<file path="src/rtl/tdc_loop_filter_pkg.sv">
// Shared types and constant helpers for the ADPLL PI loop filter.
// Width and clamp bounds of the integrator are derived here.
package tdc_loop_filter_pkg;

  typedef enum logic {
    ST_ACQ   = 1'b0,
    ST_TRACK = 1'b1
  } state_e;

  function automatic int integ_width(
    input int nout,
    input int frac
  );
    return nout + frac + 2;
  endfunction

  function automatic longint imin_f(
    input int offset,
    input int frac
  );
    return -(longint'(offset) << frac);
  endfunction

  function automatic longint imax_f(
    input int nout,
    input int offset,
    input int frac
  );
    longint span;
    span = (longint'(1) << nout) - 1;
    return (span - longint'(offset)) << frac;
  endfunction

endpackage

</file>
<file path="src/rtl/tdc_loop_filter_sat_accum.sv">
// Signed accumulator with synchronous clear, enable and min/max clamp.
// nxt_o exposes the clamped next value so callers can use it same-cycle.
module sat_accum #(
  parameter int W = 20
) (
  input  logic                clk_i,
  input  logic                clr_i,
  input  logic                en_i,
  input  logic signed [W-1:0] inc_i,
  input  logic signed [W-1:0] min_i,
  input  logic signed [W-1:0] max_i,
  output logic signed [W-1:0] nxt_o
);

  logic signed [W-1:0] acc_q;
  logic signed [W-1:0] acc_d;
  logic signed [W:0]   sum;
  logic signed [W:0]   lo;
  logic signed [W:0]   hi;

  // One guard bit keeps the raw sum exact before clamping.
  assign sum = $signed({acc_q[W-1], acc_q})
             + $signed({inc_i[W-1], inc_i});
  assign lo  = $signed({min_i[W-1], min_i});
  assign hi  = $signed({max_i[W-1], max_i});

  always_comb begin
    acc_d = sum[W-1:0];
    if (sum < lo) begin
      acc_d = min_i;
    end else if (sum > hi) begin
      acc_d = max_i;
    end
  end

  assign nxt_o = acc_d;

  always_ff @(posedge clk_i) begin
    if (clr_i) begin
      acc_q <= '0;
    end else if (en_i) begin
      acc_q <= acc_d;
    end
  end

endmodule

</file>
<file path="src/rtl/tdc_loop_filter.sv">
// Two-gear PI loop filter: TDC phase error in, DCO control word out.
// Optional lock detector enabled by TDC_LOOP_FILTER_LOCK_DET_EN.
module tdc_loop_filter
  import tdc_loop_filter_pkg::*;
#(
  parameter int Nbit        = 4,
  parameter int Nout        = 10,
  parameter int FRAC        = 8,
  parameter int OFFSET      = 512,
  parameter int KP_ACQ_SH   = 2,
  parameter int KI_ACQ_SH   = 4,
  parameter int KP_TRK_SH   = 4,
  parameter int KI_TRK_SH   = 7,
  parameter int ACQ_CYCLES  = 256,
  parameter int LOCK_THRESH = 1,
  parameter int LOCK_CNT    = 32
) (
  input  logic                   clk,
  input  logic                   rst,
  input  logic signed [Nbit-1:0] in,
  input  logic                   in_valid,
  input  logic                   hold,
  output logic        [Nout-1:0] out,
  output logic                   out_valid,
  output logic                   state,
  output logic                   lock
);

  localparam int IW = integ_width(Nout, FRAC);
  localparam int CW = $clog2(ACQ_CYCLES + 1);

  localparam logic signed [IW-1:0] IMIN =
    IW'(imin_f(OFFSET, FRAC));
  localparam logic signed [IW-1:0] IMAX =
    IW'(imax_f(Nout, OFFSET, FRAC));
  localparam logic signed [IW-1:0] OFF  = IW'(OFFSET);
  localparam logic signed [IW-1:0] OMAX =
    IW'((1 << Nout) - 1);

  logic                 acc;
  state_e               state_q, state_d;
  logic [CW-1:0]        cnt_q, cnt_d;
  logic [Nout-1:0]      out_q, out_d;
  logic                 ov_q;

  logic signed [IW-1:0] e_ext;
  logic signed [IW-1:0] e_sh;
  logic signed [IW-1:0] p;
  logic signed [IW-1:0] inc;
  logic signed [IW-1:0] integ_n;
  logic signed [IW-1:0] tot;
  logic signed [IW-1:0] word;

  assign acc   = in_valid & ~hold;
  assign e_ext = {{(IW-Nbit){in[Nbit-1]}}, in};
  assign e_sh  = e_ext <<< FRAC;

  always_comb begin
    p   = e_sh >>> KP_ACQ_SH;
    inc = e_sh >>> KI_ACQ_SH;
    if (state_q == ST_TRACK) begin
      p   = e_sh >>> KP_TRK_SH;
      inc = e_sh >>> KI_TRK_SH;
    end
  end

  sat_accum #(
    .W(IW)
  ) u_integ (
    .clk_i (clk),
    .clr_i (rst),
    .en_i  (acc),
    .inc_i (inc),
    .min_i (IMIN),
    .max_i (IMAX),
    .nxt_o (integ_n)
  );

  // Arithmetic shift gives floor division for negative sums.
  assign tot  = integ_n + p;
  assign word = OFF + (tot >>> FRAC);

  always_comb begin
    out_d = out_q;
    if (acc) begin
      if (word < 0) begin
        out_d = '0;
      end else if (word > OMAX) begin
        out_d = '1;
      end else begin
        out_d = word[Nout-1:0];
      end
    end
  end

  // Counter stops once TRACK is reached, so it never wraps.
  always_comb begin
    state_d = state_q;
    cnt_d   = cnt_q;
    if (acc && state_q == ST_ACQ) begin
      cnt_d = cnt_q + 1'b1;
      if (cnt_d == CW'(ACQ_CYCLES)) begin
        state_d = ST_TRACK;
      end
    end
  end

  always_ff @(posedge clk) begin
    if (rst) begin
      state_q <= ST_ACQ;
      cnt_q   <= '0;
      out_q   <= Nout'(OFFSET);
      ov_q    <= 1'b0;
    end else begin
      state_q <= state_d;
      cnt_q   <= cnt_d;
      out_q   <= out_d;
      ov_q    <= acc;
    end
  end

  assign out       = out_q;
  assign out_valid = ov_q;
  assign state     = state_q;

`ifdef TDC_LOOP_FILTER_LOCK_DET_EN
  localparam int LW = $clog2(LOCK_CNT + 1);
  localparam logic signed [IW-1:0] LT = IW'(LOCK_THRESH);

  logic [LW-1:0] lcnt_q, lcnt_d;
  logic          lock_q, lock_d;
  logic          near;

  assign near = (e_ext <= LT) && (e_ext >= -LT);

  always_comb begin
    lcnt_d = lcnt_q;
    lock_d = lock_q;
    if (acc) begin
      if (!near) begin
        lcnt_d = '0;
      end else if (lcnt_q != LW'(LOCK_CNT)) begin
        lcnt_d = lcnt_q + 1'b1;
      end
      lock_d = (lcnt_d == LW'(LOCK_CNT))
            && (state_d == ST_TRACK);
    end
  end

  always_ff @(posedge clk) begin
    if (rst) begin
      lcnt_q <= '0;
      lock_q <= 1'b0;
    end else begin
      lcnt_q <= lcnt_d;
      lock_q <= lock_d;
    end
  end

  assign lock = lock_q;
`else
  logic lock_unused;
  assign lock_unused = (LOCK_THRESH == LOCK_CNT);
  assign lock        = 1'b0;
`endif

endmodule

</file>
<file path="config.mk">
export PLATFORM = sky130hd
export DESIGN_NAME = tdc_loop_filter
export DESIGN_NICKNAME = d
export VERILOG_FILES = /design/src/rtl/tdc_loop_filter_pkg.sv /design/src/rtl/tdc_loop_filter_sat_accum.sv /design/src/rtl/tdc_loop_filter.sv
export SDC_FILE = /design/constraint.sdc
export NUM_CORES = 1
export LEC_CHECK = 0
export ABC_AREA = 1
export ABC_CLOCK_PERIOD_IN_PS = 6000
export CORE_UTILIZATION = 45
export DETAILED_ROUTE_END_ITERATION = 8
export GPL_TIMING_DRIVEN = 1
export SYNTH_ARGS = -nofsm -noshare
export SYNTH_HDL_FRONTEND = slang
export SYNTH_SLANG_ARGS = --single-unit
</file>
<file path="constraint.sdc">
create_clock -name clk -period 6 [get_ports clk]
set_clock_uncertainty 0.2 [all_clocks]
set_input_delay 1.2 -clock clk [delete_from_list [all_inputs] [get_ports clk]]
set_output_delay 1.2 -clock clk [all_outputs]
set_load 0.005 [all_outputs]
</file>
== Word-level counts from Yosys, hierarchy flattened ==
Cells that the tools add are included.

* Word-level logic and storage cells: 25
* Bits in registers: 41
* Output and inout port bits: 13

* Bitwise logic cells: 3
* Add/subtract/negate cells: 4
* Reduce and logical (&&, ||, !) cells: 2
* Magnitude comparators: 4
* Mux-type cells: 6
* Equal/unequal tests: 1

{| class="wikitable"
|+ Operator list
! cell !! count
|-
| 20-bit two-way mux || 2
|-
| 20-bit by 8-bit adder with 21-bit output || 1
|-
| 21-bit by 18-bit greater-than comparator with 1-bit output (second input constant) || 1
|-
| 21-bit by 18-bit less-than comparator with 1-bit output (second input constant) || 1
|-
| 20-bit by 10-bit adder with 20-bit output || 1
|-
| 10-bit two-way mux || 2
|-
| 11-bit by 12-bit adder with 13-bit output (first input constant) || 1
|-
| 13-bit by 11-bit greater-than comparator with 1-bit output (second input constant) || 1
|-
| 13-bit by 1-bit less-than comparator with 1-bit output (second input constant) || 1
|-
| 9-bit by 1-bit adder with 9-bit output (second input constant) || 1
|-
| 9-bit == test (second input constant) || 1
|-
| 9-bit two-way mux || 1
|-
| 7-bit two-way mux || 1
|-
| 1-bit NOT || 2
|-
| 2-bit AND reduction || 1
|-
| 1-bit AND || 1
|-
| 1-bit logical AND || 1
|}

== Depth between registers and ports, before layout ==
Gate-level depths: netlist of run 1.

* Word-level depth: 10
* Mapped depth: 41
* Gate-level depth less buffers: 40

== By module ==
A second synthesis of run 1 with hierarchy kept.

* Cells, all modules: 1,029
* Area, all modules: 5,988.2 um^2

{| class="wikitable"
|+ By module, submodules not included
! module !! area an instance (um^2) !! cells an instance !! times used !! sequential area each (um^2)
|-
| sat_accum || 3,865.0 || 675 || 1 || 400.4
|-
| tdc_loop_filter || 2,123.3 || 354 || 1 || 420.4
|}

== Worst setup path before layout of run 1 ==
OpenSTA, ideal clock, no wires.

* Kind: input to register
* Start: input in[0]
* End: register out_q[0], in the netlist out[0]
* Stages: 34
* Setup time: 0.140 ns
* Buffers on the path: 1
* Required time: 5.660 ns
* Data arrival time: 5.282 ns
* Slack: 0.377 ns
* Cells stage by stage: nand2_1 -> inv_1 -> ha_1 -> fa_1 -> or2_2 -> a21oi_1 -> nand3_1 -> nor2_1 -> nand3_1 -> nand2_1 -> nor2_1 -> nand3_1 -> nand2_2 -> nand2_4 -> buf_6 -> inv_1 -> o21ai_0 -> inv_1 -> ha_1 -> a21oi_1 -> nor2_1 -> nor2_1 -> inv_1 -> a221oi_1 -> nand3_1 -> nand2_2 -> ha_1 -> inv_1 -> nand3_1 -> nand2_1 -> o21ai_2 -> nand3_1 -> nand2_1 -> a21oi_2

* Cells in the longest elaborated chain, start to end: 10
* Elaborated cells on any way between the ends: 13

{| class="wikitable"
|+ Ends and longest elaborated chain
! item !! line !! RTL
|-
| from (decl) || tdc_loop_filter.sv:20 || <nowiki>input logic signed [Nbit-1:0] in,</nowiki>
|-
| 7-bit two-way mux (*) || tdc_loop_filter.sv:61 || <nowiki>if (state_q == ST_TRACK) begin</nowiki>
|-
| 20-bit by 8-bit adder with 21-bit output (*) || tdc_loop_filter_sat_accum.sv:23 || <nowiki>+ $signed({inc_i[W-1], inc_i});</nowiki>
|-
| 21-bit by 18-bit greater-than comparator with 1-bit output || tdc_loop_filter_sat_accum.sv:31 || <nowiki>end else if (sum > hi) begin</nowiki>
|-
| 20-bit two-way mux || tdc_loop_filter_sat_accum.sv:31 ||
|-
| 20-bit two-way mux (*) || tdc_loop_filter_sat_accum.sv:29 || <nowiki>if (sum < lo) begin</nowiki>
|-
| via integ_n[10] || tdc_loop_filter.sv:50 || <nowiki>logic signed [IW-1:0] integ_n;</nowiki>
|-
| 20-bit by 10-bit adder with 20-bit output (*) || tdc_loop_filter.sv:80 || <nowiki>assign tot = integ_n + p;</nowiki>
|-
| 11-bit by 12-bit adder with 13-bit output (*) || tdc_loop_filter.sv:81 || <nowiki>assign word = OFF + (tot >>> FRAC);</nowiki>
|-
| 13-bit by 11-bit greater-than comparator with 1-bit output || tdc_loop_filter.sv:88 || <nowiki>end else if (word > OMAX) begin</nowiki>
|-
| 10-bit two-way mux || tdc_loop_filter.sv:88 ||
|-
| 10-bit two-way mux (*) || tdc_loop_filter.sv:86 || <nowiki>if (word < 0) begin</nowiki>
|-
| to (signal assigned) || tdc_loop_filter.sv:112 || <nowiki>out_q <= Nout'(OFFSET);</nowiki>
|-
| to (signal assigned) || tdc_loop_filter.sv:117 || <nowiki>out_q <= out_d;</nowiki>
|-
| to (decl) || tdc_loop_filter.sv:43 || <nowiki>logic [Nout-1:0] out_q, out_d;</nowiki>
|}

The timed path passes the listed nets; every way through them passes the cells marked *.
A chain may end at the register's enable or synchronous reset.

== Worst setup path in the final report of run 1 ==
* Start: input in[2]
* End: register out_q[7], in the netlist out[7]

The elaborated chain is that of the path after synthesis.

==> results of run 1 <==
[worst paths after layout]
kind,startpoint,end,slack [ps],cells past startpoint
max reg2reg,state,out[7],820,39
min reg2reg,out[7],out[7],280,2
min,out[7],out[7],280,2
max,in[2],out[7],290,36
[timing repair]
action / in CTS / in global routing
resized for setup: 16 / 106
gates cloned: 0 / 1
pin swaps: 0 / 43
setup buffers: 0 / 7
setup endpoints to repair: 10 / 10
hold buffers: 0 / 0
[routing by layer]
layer | wire (um) | track usage | up-vias | part of all wire
li1 | - | - | 2571 | -
met1 | 5700 | 0.313 | 2248 | 0.45
met2 | 6510 | 0.484 | 74 | 0.51
met3 | 280 | 0.0241 | 14 | 0.022
met4 | 247 | 0.0597 | 0 | 0.019
met5 | 0 | 0 | - | 0
[critical path: cells and delay by family]
family | cells | cell delay, ps
buffers and inverters | 7 | 1060
adders and majority gates | 3 | 760
AOI/OAI and AO/OA | 1 | 120
and+or+nand+nor | 25 | 2600
[logic make-up after synthesis]
| logic type | count (synthesis) | share of synthesized area |
|---|---|---|
| DFF | 40 | 0.191 |
| other | 1 | 0.000893 |
| and+or+nand+nor | 381 | 0.417 |
| adders and majority gates | 38 | 0.115 |
| AOI/OAI and AO/OA | 115 | 0.157 |
| xor gates and xnor gates | 8 | 0.0167 |
| buffers and inverters | 112 | 0.103 |
[synth_stat cells (all sizes together) (3+ instances only)]
master and instances:
a21oi 68, buf 3, clkbuf 7, dfxtp 40, ha 37, inv 100
nand2 223, nand3 64, nand3b 10, nand4 12, nor2 60, nor3 7
nor4 3, o211ai 3, o21ai 38, xor2 7
[power by group through the flow]
stage | Combinational [W] | Sequential, W | Clock, W
floorplan | 0.000513 | 0.000309 | 0
global placement | 0.000927 | 0.000311 | 0
detailed placement | 0.000935 | 0.000312 | 0
CTS | 0.000957 | 0.000306 | 0.000246
global route | 0.00123 | 0.000310 | 0.000254
finish | 0.00112 | 0.000307 | 0.000241
[final cells by class]
type / instances / area [um^2] / share of cell area
Multi-Input combinational cell: 544 / 3470 / 0.564
Clock inverter: 3 / 46.3 / 0.00752
Timing Repair Buffer: 156 / 1240 / 0.202
Inverter: 102 / 388 / 0.0630
Sequential cell: 40 / 801 / 0.130
Clock buffer: 5 / 68.8 / 0.0112
Tap cell: 108 / 135 / 0.0220
[stage by stage]
step / TNS, ps / total power (W) / util / setup WS (ps) / hold slack, ps
6_report: 0 / 0.00167 / 0.692 / 286 / 276
5_1_grt: -87.2 / 0.00180 / 0.692 / -30.5 / 300
4_1_cts: 0 / 0.00151 / 0.631 / 2.33 / 282
3_5_place_dp: -4550 / 0.00125 / 0.613 / -481 / 265
3_3_place_gp: -3970 / 0.00124 / 0.613 / -405 / 257
2_1_floorplan: 0 / 0.000823 / - / 377 / 249
[sequential cells by signal, indices dropped and copies added (netlist names)]
signal	flops
u_integ.acc_q	19
out	10
cnt_q	9
out_valid	1
state	1
==> flow_metrics.env, run 1 <==
export IMPL_leakagePower_nw=3.09
export IMPL_yosys_top_cells_area="dfxtp_1, nand2_1, ha_1, inv_1, nand3_1"
export IMPL_drt_pre_antenna_iters=4
export IMPL_finalHoldViolations=0
export IMPL_grt_pass1_vias=4622
export IMPL_io_pins=21
export IMPL_syn_avg_cell_area_um2=6.05
export IMPL_hp_class="reg2reg"
export IMPL_synth_edf_count=0
export IMPL_insertedDiodeCount=0
export IMPL_p_comb_frac=0.672
export IMPL_antenna_found_initial=0
export IMPL_clock_sinks=40
export IMPL_grt_max_degree=25
export IMPL_drtIter0Drc=211
export IMPL_synth_seq_cells=40
export IMPL_design_core_area_mm2=0.00889
export IMPL_final_cell_mix="nand2_1, buf_4, inv_1"
export IMPL_finalMaxSlewViolations=0
export IMPL_synthesis_nets=741
export IMPL_final_common_cell="nand2_1"
export IMPL_power_frac_clock=0.144
export IMPL_p_sw_frac=0.426
export IMPL_drt_total_wl_mm=12.7
export IMPL_end_kind="register"
export IMPL_cts_root_buf="clkbuf_8"
export IMPL_p_int_w=0.000958
export IMPL_vias=4907
export IMPL_cp_slowest_cell="clkdlybuf4s50_1"
export IMPL_yosysWarnings=0
export IMPL_viasPerCell=5.12
export IMPL_power_frac_seq=0.184
export IMPL_gp_congestion=0.928
export IMPL_port_buffer_count=19
export IMPL_clk_pin_slew_ps=90
export IMPL_core_rowCount=34
export IMPL_ys_flop_type="dfxtp_1"
export IMPL_fp_dieW_um=98.6
export IMPL_tightest_slew_ps=1060
export IMPL_track_usage=0.256
export IMPL_final_nets=895
export IMPL_period_share=0.952
export IMPL_drt_drc_violations_left=0
export IMPL_die_area_mm2=0.00973
export IMPL_async_flop_share=0
export IMPL_critPathLaunchType="input pin"
export IMPL_start_util=0.473
export IMPL_placed_area_mm2=0.00545
export IMPL_wl_per_cell_um=13.3
export IMPL_layoutNonFillerInstCount=958
export IMPL_cap_violations=0
export IMPL_yosysUniqueCellTypes=42
export IMPL_grt_pass1_wl_mm=20.3
export IMPL_grt_ovfl_total=0
export IMPL_maxSlewHeadroom=0.293
export IMPL_netlist_area_mm2=0.00420
export IMPL_clock_path_buffers=2
export IMPL_numCtsBuffers=5
export IMPL_slowest_delay_ps=450
export IMPL_design_area_mm2=0.00615
export IMPL_antenna_left=0
export IMPL_drive_gt1_frac=0.342
export IMPL_pwr_density_cell_mw_per_mm2=271
export IMPL_synthCells=695
export IMPL_p_switching_w=0.000711
export IMPL_synth_top_area_frac=0.191
export IMPL_crit_fanout=5
export IMPL_yosysTopAreaCell="dfxtp_1"
export IMPL_clkLatencyLatePin_ps=300
export IMPL_status="finished, final reports clean"
export IMPL_htreeDepth=2
export IMPL_max_freq_mhz=175
export IMPL_period_needed_ps=5710
export IMPL_cp_required_ps=6020
export IMPL_cts_tree="built"
export IMPL_path_common_cell="nand2_2"
export IMPL_areaGrowthSynthToFinish_pct=46.5
export IMPL_finalSetupViolations=0
export IMPL_crit_arrival_ps=5730
export IMPL_yosysSeqAreaShare=0.191
export IMPL_dieHeight_um=98.6
export IMPL_hpwl_mm=9.75
export IMPL_ir_drop_v=0.000244
export IMPL_fillCellCount=780
export IMPL_critPathKind="in2reg"
export IMPL_numPlacedInstances=942
Power figures use the tool's default switching activity.
==> run 2: changes to the inputs <==
--- a/config.mk
+++ b/config.mk
@@ -7,6 +7,7 @@
 export LEC_CHECK = 0
 export ABC_AREA = 1
 export ABC_CLOCK_PERIOD_IN_PS = 6000
+export CAP_MARGIN = 20
 export CORE_UTILIZATION = 45
 export DETAILED_ROUTE_END_ITERATION = 8
 export GPL_TIMING_DRIVEN = 1
==> results of run 2 <==
Same layout as run 1: the final DEF is identical, and so are final timing and power.
